[src/rtl/booth_pkg.sv]
// ---------------------------------------------------------------------------
// booth_pkg
// Shared definitions for the serial Booth multiplier, its operand loader and
// the product accumulator.
//   DATA_W  : width of the multiplier's serial data word
//   PROD_W  : width of the full signed product (two data words)
//   CNT_W   : width of the accumulator's term counter
//   state_e : accumulator FSM states
// ---------------------------------------------------------------------------
package booth_pkg;

    localparam int DATA_W = 5;
    localparam int PROD_W = 10;
    localparam int CNT_W  = 8;

    typedef enum logic [1:0] {
        IDLE   = 2'd0,
        CAP_HI = 2'd1,
        ADD    = 2'd2,
        HOLD   = 2'd3
    } state_e;

endpackage

[src/rtl/booth_product_accumulator_sat_add.sv]
// ---------------------------------------------------------------------------
// sat_add
// Combinational signed saturating adder: ACC_W accumulator plus a sign-
// extended PROD_W product, clamped back into ACC_W bits.
//   i_acc   : current accumulator value (signed)
//   i_prod  : product to add (signed, PROD_W bits)
//   o_sum   : clamped sum
//   o_ovf   : high when the sum was clamped
// ---------------------------------------------------------------------------
module sat_add #(
    parameter int ACC_W  = 12,
    parameter int PROD_W = 10
) (
    input  logic [ACC_W-1:0]  i_acc,
    input  logic [PROD_W-1:0] i_prod,
    output logic [ACC_W-1:0]  o_sum,
    output logic              o_ovf
);

    logic [ACC_W:0]   w_acc_ext;
    logic [ACC_W:0]   w_prod_ext;
    logic [ACC_W:0]   w_sum;
    logic [ACC_W-1:0] w_max;
    logic [ACC_W-1:0] w_min;

    assign w_acc_ext  = {i_acc[ACC_W-1], i_acc};
    assign w_prod_ext = {{(ACC_W+1-PROD_W){i_prod[PROD_W-1]}}, i_prod};
    assign w_sum      = w_acc_ext + w_prod_ext;
    assign w_max      = {1'b0, {(ACC_W-1){1'b1}}};
    assign w_min      = {1'b1, {(ACC_W-1){1'b0}}};

    // One extra bit is enough headroom: the two top bits disagree exactly
    // when the true sum lies outside the ACC_W range.
    assign o_ovf = w_sum[ACC_W] ^ w_sum[ACC_W-1];

    always_comb begin
        o_sum = w_sum[ACC_W-1:0];
        if (o_ovf) begin
            o_sum = w_sum[ACC_W] ? w_min : w_max;
        end
    end

endmodule

[src/rtl/booth_product_accumulator.sv]
// ---------------------------------------------------------------------------
// booth_product_accumulator
// Captures 10-bit signed products from the serial Booth multiplier (low word
// in the done cycle, high word the cycle after), accumulates N_TERMS of them
// with saturation and presents the sum on a valid/ready port.
//   i_clk       : clock, rising edge
//   i_rst       : synchronous active-low reset
//   i_mul_data  : multiplier data word
//   i_mul_done  : multiplier done pulse
//   i_clr       : synchronous clear of the accumulation in progress
//   i_out_ready : consumer accepts the result
//   o_acc_out   : accumulated signed sum, valid while o_acc_valid
//   o_acc_valid : result available
//   o_sat       : sticky saturation flag for the current result
//   o_drop      : sticky flag, a product arrived while busy and was lost
// ---------------------------------------------------------------------------
module booth_product_accumulator
    import booth_pkg::*;
#(
    parameter int ACC_W   = 12,
    parameter int N_TERMS = 4
) (
    input  logic              i_clk,
    input  logic              i_rst,
    input  logic [DATA_W-1:0] i_mul_data,
    input  logic              i_mul_done,
    input  logic              i_clr,
    input  logic              i_out_ready,
    output logic [ACC_W-1:0]  o_acc_out,
    output logic              o_acc_valid,
    output logic              o_sat,
    output logic              o_drop
);

    state_e             r_state;
    state_e             w_state_nxt;
    logic [DATA_W-1:0]  r_lo;
    logic [DATA_W-1:0]  r_hi;
    logic [CNT_W-1:0]   r_cnt;
    logic [ACC_W-1:0]   r_acc;
    logic               r_sat;
    logic               r_drop;

    logic [PROD_W-1:0]  w_prod;
    logic [ACC_W-1:0]   w_sum;
    logic               w_ovf;
    logic [CNT_W-1:0]   w_cnt_inc;
    logic               w_last;

    assign w_prod    = {r_hi, r_lo};
    assign w_cnt_inc = r_cnt + CNT_W'(1);
    assign w_last    = (w_cnt_inc == CNT_W'(N_TERMS));

    sat_add #(
        .ACC_W  (ACC_W),
        .PROD_W (PROD_W)
    ) u_sat_add (
        .i_acc  (r_acc),
        .i_prod (w_prod),
        .o_sum  (w_sum),
        .o_ovf  (w_ovf)
    );

    always_ff @(posedge i_clk) begin
        if (!i_rst) begin
            r_state <= IDLE;
        end else begin
            r_state <= w_state_nxt;
        end
    end

    always_comb begin
        w_state_nxt = r_state;
        case (r_state)
            IDLE:    if (i_mul_done) w_state_nxt = CAP_HI;
            CAP_HI:  w_state_nxt = ADD;
            ADD:     w_state_nxt = w_last ? HOLD : IDLE;
            HOLD:    if (i_out_ready) w_state_nxt = IDLE;
            default: w_state_nxt = IDLE;
        endcase
        if (i_clr) begin
            w_state_nxt = IDLE;
        end
    end

    always_ff @(posedge i_clk) begin
        if (!i_rst) begin
            r_lo   <= '0;
            r_hi   <= '0;
            r_cnt  <= '0;
            r_acc  <= '0;
            r_sat  <= 1'b0;
            r_drop <= 1'b0;
        end else if (i_clr) begin
            r_cnt  <= '0;
            r_acc  <= '0;
            r_sat  <= 1'b0;
            r_drop <= 1'b0;
        end else begin
            case (r_state)
                IDLE: begin
                    if (i_mul_done) r_lo <= i_mul_data;
                end
                CAP_HI: begin
                    r_hi <= i_mul_data;
                    if (i_mul_done) r_drop <= 1'b1;
                end
                ADD: begin
                    r_acc <= w_sum;
                    r_cnt <= w_cnt_inc;
                    if (w_ovf)      r_sat  <= 1'b1;
                    if (i_mul_done) r_drop <= 1'b1;
                end
                HOLD: begin
                    // A completed handshake starts a fresh result, so it
                    // wins over a product dropped in the same cycle.
                    if (i_out_ready) begin
                        r_cnt  <= '0;
                        r_acc  <= '0;
                        r_sat  <= 1'b0;
                        r_drop <= 1'b0;
                    end else if (i_mul_done) begin
                        r_drop <= 1'b1;
                    end
                end
                default: ;
            endcase
        end
    end

    assign o_acc_out   = r_acc;
    assign o_acc_valid = (r_state == HOLD);
    assign o_sat       = r_sat;
    assign o_drop      = r_drop;

endmodule

[config.mk]
export PLATFORM = sky130hd
export DESIGN_NAME = booth_product_accumulator
export DESIGN_NICKNAME = d
export VERILOG_FILES = /design/src/rtl/booth_pkg.sv /design/src/rtl/booth_product_accumulator_sat_add.sv /design/src/rtl/booth_product_accumulator.sv
export SDC_FILE = /design/constraint.sdc
export NUM_CORES = 1
export LEC_CHECK = 0
export ABC_CLOCK_PERIOD_IN_PS = 5700
export CAP_MARGIN = 25
export CELL_PAD_IN_SITES_DETAIL_PLACEMENT = 0
export CELL_PAD_IN_SITES_GLOBAL_PLACEMENT = 2
export CORE_MARGIN = 5
export CORE_UTILIZATION = 38
export CTS_BUF_LIST = sky130_fd_sc_hd__clkbuf_4 sky130_fd_sc_hd__clkbuf_8
export CTS_CLUSTER_DIAMETER = 30
export CTS_CLUSTER_SIZE = 20
export DETAILED_ROUTE_END_ITERATION = 6
export PLACE_DENSITY_LB_ADDON = 0.1
export SYNTH_ARGS = -nofsm -noshare
export SYNTH_HDL_FRONTEND = slang
export SYNTH_SLANG_ARGS = --single-unit
[constraint.sdc]
create_clock -name i_clk -period 5.7 [get_ports i_clk]
set_input_delay 1.14 -clock i_clk [delete_from_list [all_inputs] [get_ports i_clk]]
set_output_delay 1.14 -clock i_clk [all_outputs]
set_load 0.05 [all_outputs]
* Yosys cells after proc, flatten, opt, wreduce, memory -nomap -nowiden
Index checks and enable logic that the tools add are counted.
Word-level totals: bits in registers 34, bits in latches 0, bits in writable memories 0, memory bits (read-only) 0, bits of input ports 10, memories 0
Cells by class: add/sub/neg operators 2, multipliers 0, div/mod/pow operators 0, magnitude comparators 0, equality and inequality tests 7, shifts and indexed selects 0, multiplexer cells 16, bitwise logic cells 3, reduce and logical (&&, ||, !) cells 10
Operators with widths (number):
- two-way mux 12 bit | 3
- case mux 12 bit (2 select lines) | 1
- case mux 8 bit (2 select lines) | 1
- adder 12 x 10 -> 13 bit | 1
- adder 8 x 1 -> 8 bit, second input constant | 1
- == test 8 x 3 -> 1 bit, second input constant | 1
- two-way mux 8 bit | 1
- case mux 2 bit (4 select lines) | 1
- two-way mux 2 bit | 3
- AND reduction 2 bit | 3
- AND reduction 3 bit | 2
- == test 2 bit, second input constant | 2
- two-way mux 1 bit | 4
- != test 2 bit, second input constant | 2
- case mux 1 bit (2 select lines) | 2
- nonzero test 2 bit | 2
- OR reduction 2 bit | 2
- == test 2 x 1 -> 1 bit, second input constant | 1
- zero test 2 bit | 1
- != test 2 x 1 -> 1 bit, second input constant | 1
- inverter 1 bit | 2
- XOR 1 bit | 1

* Depth between registers and ports, before layout
depth after elaboration 4, depth in mapped cells 10

* Cells and area by module
From an unflattened synthesis, not the netlist that was laid out.
Unflattened totals: cell total of the unflattened synthesis 218, area, all modules 2078.2 um^2
By module, submodules not included:
- booth_product_accumulator | times used 1, cells an instance 138, area each 1402.6 um^2, sequential area each 680.7 um^2
- sat_add | times used 1, cells an instance 80, area each 675.6 um^2, sequential area each 0.0 um^2

* Worst setup path before layout
Ideal clock, no wire load.
kind register to register, start register r_acc[0] (netlist: o_acc_out[0]), end register r_acc[1] (netlist: o_acc_out[1]), library setup time 130 ps, data arrival time 2580 ps, data required time 5570 ps, slack 2990 ps, cell stages (with the launch flop) 11, clock period less this slack 2710 ps, cells stage by stage dfxtp_1 ha_1 fa_1 a21o_1 a31o_1 a2111oi_4 a21oi_2 nand3b_4 buf_6 nand2_1 a311oi_1
On the way: word-level cells in the longest chain between the ends 4, elaborated cells on any way between the ends 5, classes of those cells 1 x add/sub; 3 x mux; 1 x bitwise
RTL lines:
- start, declared | RTL line booth_product_accumulator.sv:40 | logic [ACC_W-1:0] r_acc;
- start signal, assigned | RTL line booth_product_accumulator.sv:109 | r_acc <= w_sum;
- adder 12 x 10 -> 13 bit (*) | RTL line booth_product_accumulator_sat_add.sv:28 | assign w_sum = w_acc_ext + w_prod_ext;
- two-way mux 12 bit / XOR 1 bit (equally long branches) | RTL line booth_product_accumulator_sat_add.sv:39, booth_product_accumulator_sat_add.sv:34
- two-way mux 12 bit (*) | RTL line booth_product_accumulator_sat_add.sv:38 | if (o_ovf) begin
- case mux 12 bit (2 select lines) (*) | RTL line booth_product_accumulator.sv:100 | case (r_state)
Every way passes the cells marked *; elsewhere a longest branch is shown, timed or not. A chain may end at the register's enable or synchronous reset.

* Worst setup path in the final report
start register r_state[1], end output o_acc_valid
On the way: word-level cells in the longest chain between the ends 1
RTL lines:
- start, declared | RTL line booth_product_accumulator.sv:35 | state_e r_state;
- start signal, assigned | RTL line booth_product_accumulator.sv:68 | r_state <= w_state_nxt;
- == test 2 bit | RTL line booth_product_accumulator.sv:132 | assign o_acc_valid = (r_state == HOLD);
- end, declared | RTL line booth_product_accumulator.sv:30 | output logic o_acc_valid,
Every way passes these cells.

==> impl_results.md <==
* Final WL at around 5100 um
* Reg power frac at between 40% and 50%
* Most common cell after layout, fill and taps aside: nand2_1
* Nets@finish at 295
* Nature of the critical path startpoint: flip-flop
* Residual DRC count at 0
* Syn Nets at between 200 and 300
* Clock share of power at between 40% and 50%
* Placed cell count at around 340
* Gpl congestion at approximately 0.73
* Port Buf Inserts at 24
* Post-DP HPWL at about 3700 um
* Largest cells by area after synthesis: dfxtp_1, ha_1, a21oi_1, nand2_1, mux2i_1
* Worst IR Drop VDD at 0.0000801 V
* Place WS at 2780 ps
* Initial antenna violation count at 0
* Most frequent cells in the layout: nand2_1, dfxtp_1, a21oi_1
* Int Power at ~0.00039 W
* 1st-iter DRT viols at 74
* Sw Ratio at ~23%
* Post-CTS Resized at 0
* Clock transition at path regs at 70 ps
* RSZ-0062 raised after global routing: no
* Slew Limit Fails at 0
* Storage element area at about 700 sq um
* Share of layout cells above drive strength 1 at approximately 6.3%
* Yosys top cell area share at between 30% and 40%
* CTS sink cnt at 34
* CP Max Fanout at 10
* Area delta synth->final at 19.4%
* Max Cap Violations at 0
* Root buffer cell: clkbuf_8
* Clock Path Buffers at 2
* Biggest area consumer among synthesized cells: dfxtp_1
* Total Routing Usage GR at roughly 15%
* Die W at ~84 um
* Crit path time final at about 2900 ps
* Row cnt at 27
* Clock latency on the worst-skew pair at between 200 and 300 ps
* Fillers at 545
* Count of final setup violators at 0
* DR WL/cell at between 10 and 15 um
* Via count at approximately 1800
* Antenna diodes at 0
* Least-Margin Pin Slew at approximately 900 ps
* Met2 WL post-DR at between 2000 and 2500 um
* Largest net degree at the start of global routing at 33
* Starting Density at between 30% and 40%
* First-pass GRT wire length at 8680 um
* Setup TNS at 0 ps
* Area of the multi-input gates at between 1000 and 1500 sq um
* CP max stage cell: clkdlybuf4s50_1
* CP startpoint: r_state[1]
* Postcts setup bufs at 0
* Reg2reg start: o_acc_out[0]
* Worst Setup End Kind: primary output
* Status: finished, final reports clean
* Die Height at roughly 84 um
* Vias/cell at between 5 and 6
* Syn. warnings at 0
* Synth cell types at 41
* Combinational power share at under 10%
* Post-route ant nets at 0
* Critical Path RT at approximately 4600 ps
* Min-Delay Startpoint: o_drop
* Final hold viol count at 0
* Top Layer Used: met4
* Post-route setup slack at approximately 2800 ps
* Fin cells at approximately 340
* Per-instance average area after synthesis at 8.49 sq um
* Core Region at around 5400 sq um
* Post-synthesis sequential element count at 34
* Full die area at slightly above 7000 sq um
* Leakage Power at 0.967 nW
* Hold Buf Count CTS at 0
* TritonCTS buffer count at 5
* Syn Inst Count at 248
* Final period utilization at 51.3%
* Post-synthesis sequential area ratio at between 30 and 40%
* Worst slew margin at between 40% and 50%
* Met1 WL at 2640 um
* Crit path DAT at roughly 1800 ps
* NetSw at 0.000115 W
* Worst path cell trace: and2_1, clkdlybuf4s50_1
* Tightest Hold Check Type: reg2reg
* Max incr delay on CP at ~800 ps
* Placed Area at between 2000 and 2500 sq um
* Grt ovf at 0
* Vias in the first global route at ~1700
* Synth Cell Area at ~2100 sq um
* Total power at between 0.0005 and 0.0006 W
* Wire length on met3 at about 170 um
* Skew final at a little over 6 ps
* PwrDens at approximately 200 nW/um^2
* Initial DRT Pass Iterations at 4
* CTS tree: yes
* CTS H-tree lvls at 2
* Finished Cell Area at around 2500 sq um
* # IOs at 25
* Crit path kind: reg2out
* Max Clk Rate at between 300 and 400 MHz
==> synth_stat cells (all sizes together) <==
master	n
a22o	1
nor2b	14
buf	2
o21ai	8
a2111oi	2
mux2i	11
o21a	1
nor3b	1
nand2b	1
dfxtp	34
a311oi	12
a31oi	3
o31a	1
nor2	19
and2	1
ha	14
nor3	2
a21o	4
a22oi	1
nand4b	1
nand3	4
clkbuf	9
o2bb2ai	1
a21oi	30
inv	5
o21bai	1
fa	1
nand4	1
a31o	1
nand3b	3
and3	5
o31ai	2
o2111ai	1
xor2	8
xnor2	7
nand2	36
==> state kept, by name, summed over array words and instances (netlist names) <==
name       flops
r_hi           5
o_sat          1
r_cnt          8
r_state        2
o_acc_out     12
o_drop         1
r_lo           5
==> critical path, delay by kind of cell (launching register included) <==
family	cells	cell delay, ps
buffers and inverters	1	800
AND/OR/NAND/NOR	1	180
flip-flops	1	520
==> layout make-up <==
class                   count  area share, %
clock buffers               5           2.74
clock inverters             3           1.59
well taps                  72           3.58
multi-input cells         198           54.1
inverters                   5          0.747
repair buffers             26           10.2
flip-flops and latches     34           27.1
==> path summary, 6_finish.rpt <==
check        depth (start not counted)  slack [ps]      endpoint
max                                  2        2780   o_acc_valid
min reg2reg                          2         450        o_drop
min                                  2         450        o_drop
max reg2reg                          8        3000  o_acc_out[5]
==> cell families after synthesis <==
| logic type | count (synthesis) | synth area share, % |
|---|---|---|
| AND/OR/NAND/NOR | 88 | 20.7 |
| AO/OA/AOI/OAI | 69 | 23.0 |
| flip-flops | 34 | 32.3 |
| buffers and inverters | 16 | 3.27 |
| XOR/XNOR | 15 | 6.24 |
| adder cells (fa/ha/maj) | 15 | 9.27 |
| multiplexers | 11 | 5.23 |
==> power groups by stage <==
stage | sequential (W) | clock (W) | combinational (W)
after floorplan | 0.000249 | 0 | 0.0000277
after global placement | 0.000250 | 0 | 0.0000419
after detailed placement | 0.000250 | 0 | 0.0000416
after CTS | 0.000244 | 0.000223 | 0.0000418
after global routing | 0.000245 | 0.000234 | 0.0000462
final | 0.000244 | 0.000217 | 0.0000411
==> metal layers <==
layer,up-vias,GRT usage (%)
li1,932,-
met1,820,21.8
met2,30,22.5
met3,7,3.34
met4,0,4.75
met5,-,0
==> through the flow <==
step | utilization, % | hold slack [ps]
after floorplan | - | 474
after global placement | 44.2 | 446
after detailed placement | 44.2 | 445
after CTS | 46.2 | 456
after global routing | 46.2 | 487
final | 46.2 | 453
Power figures use the tool's default switching activity.
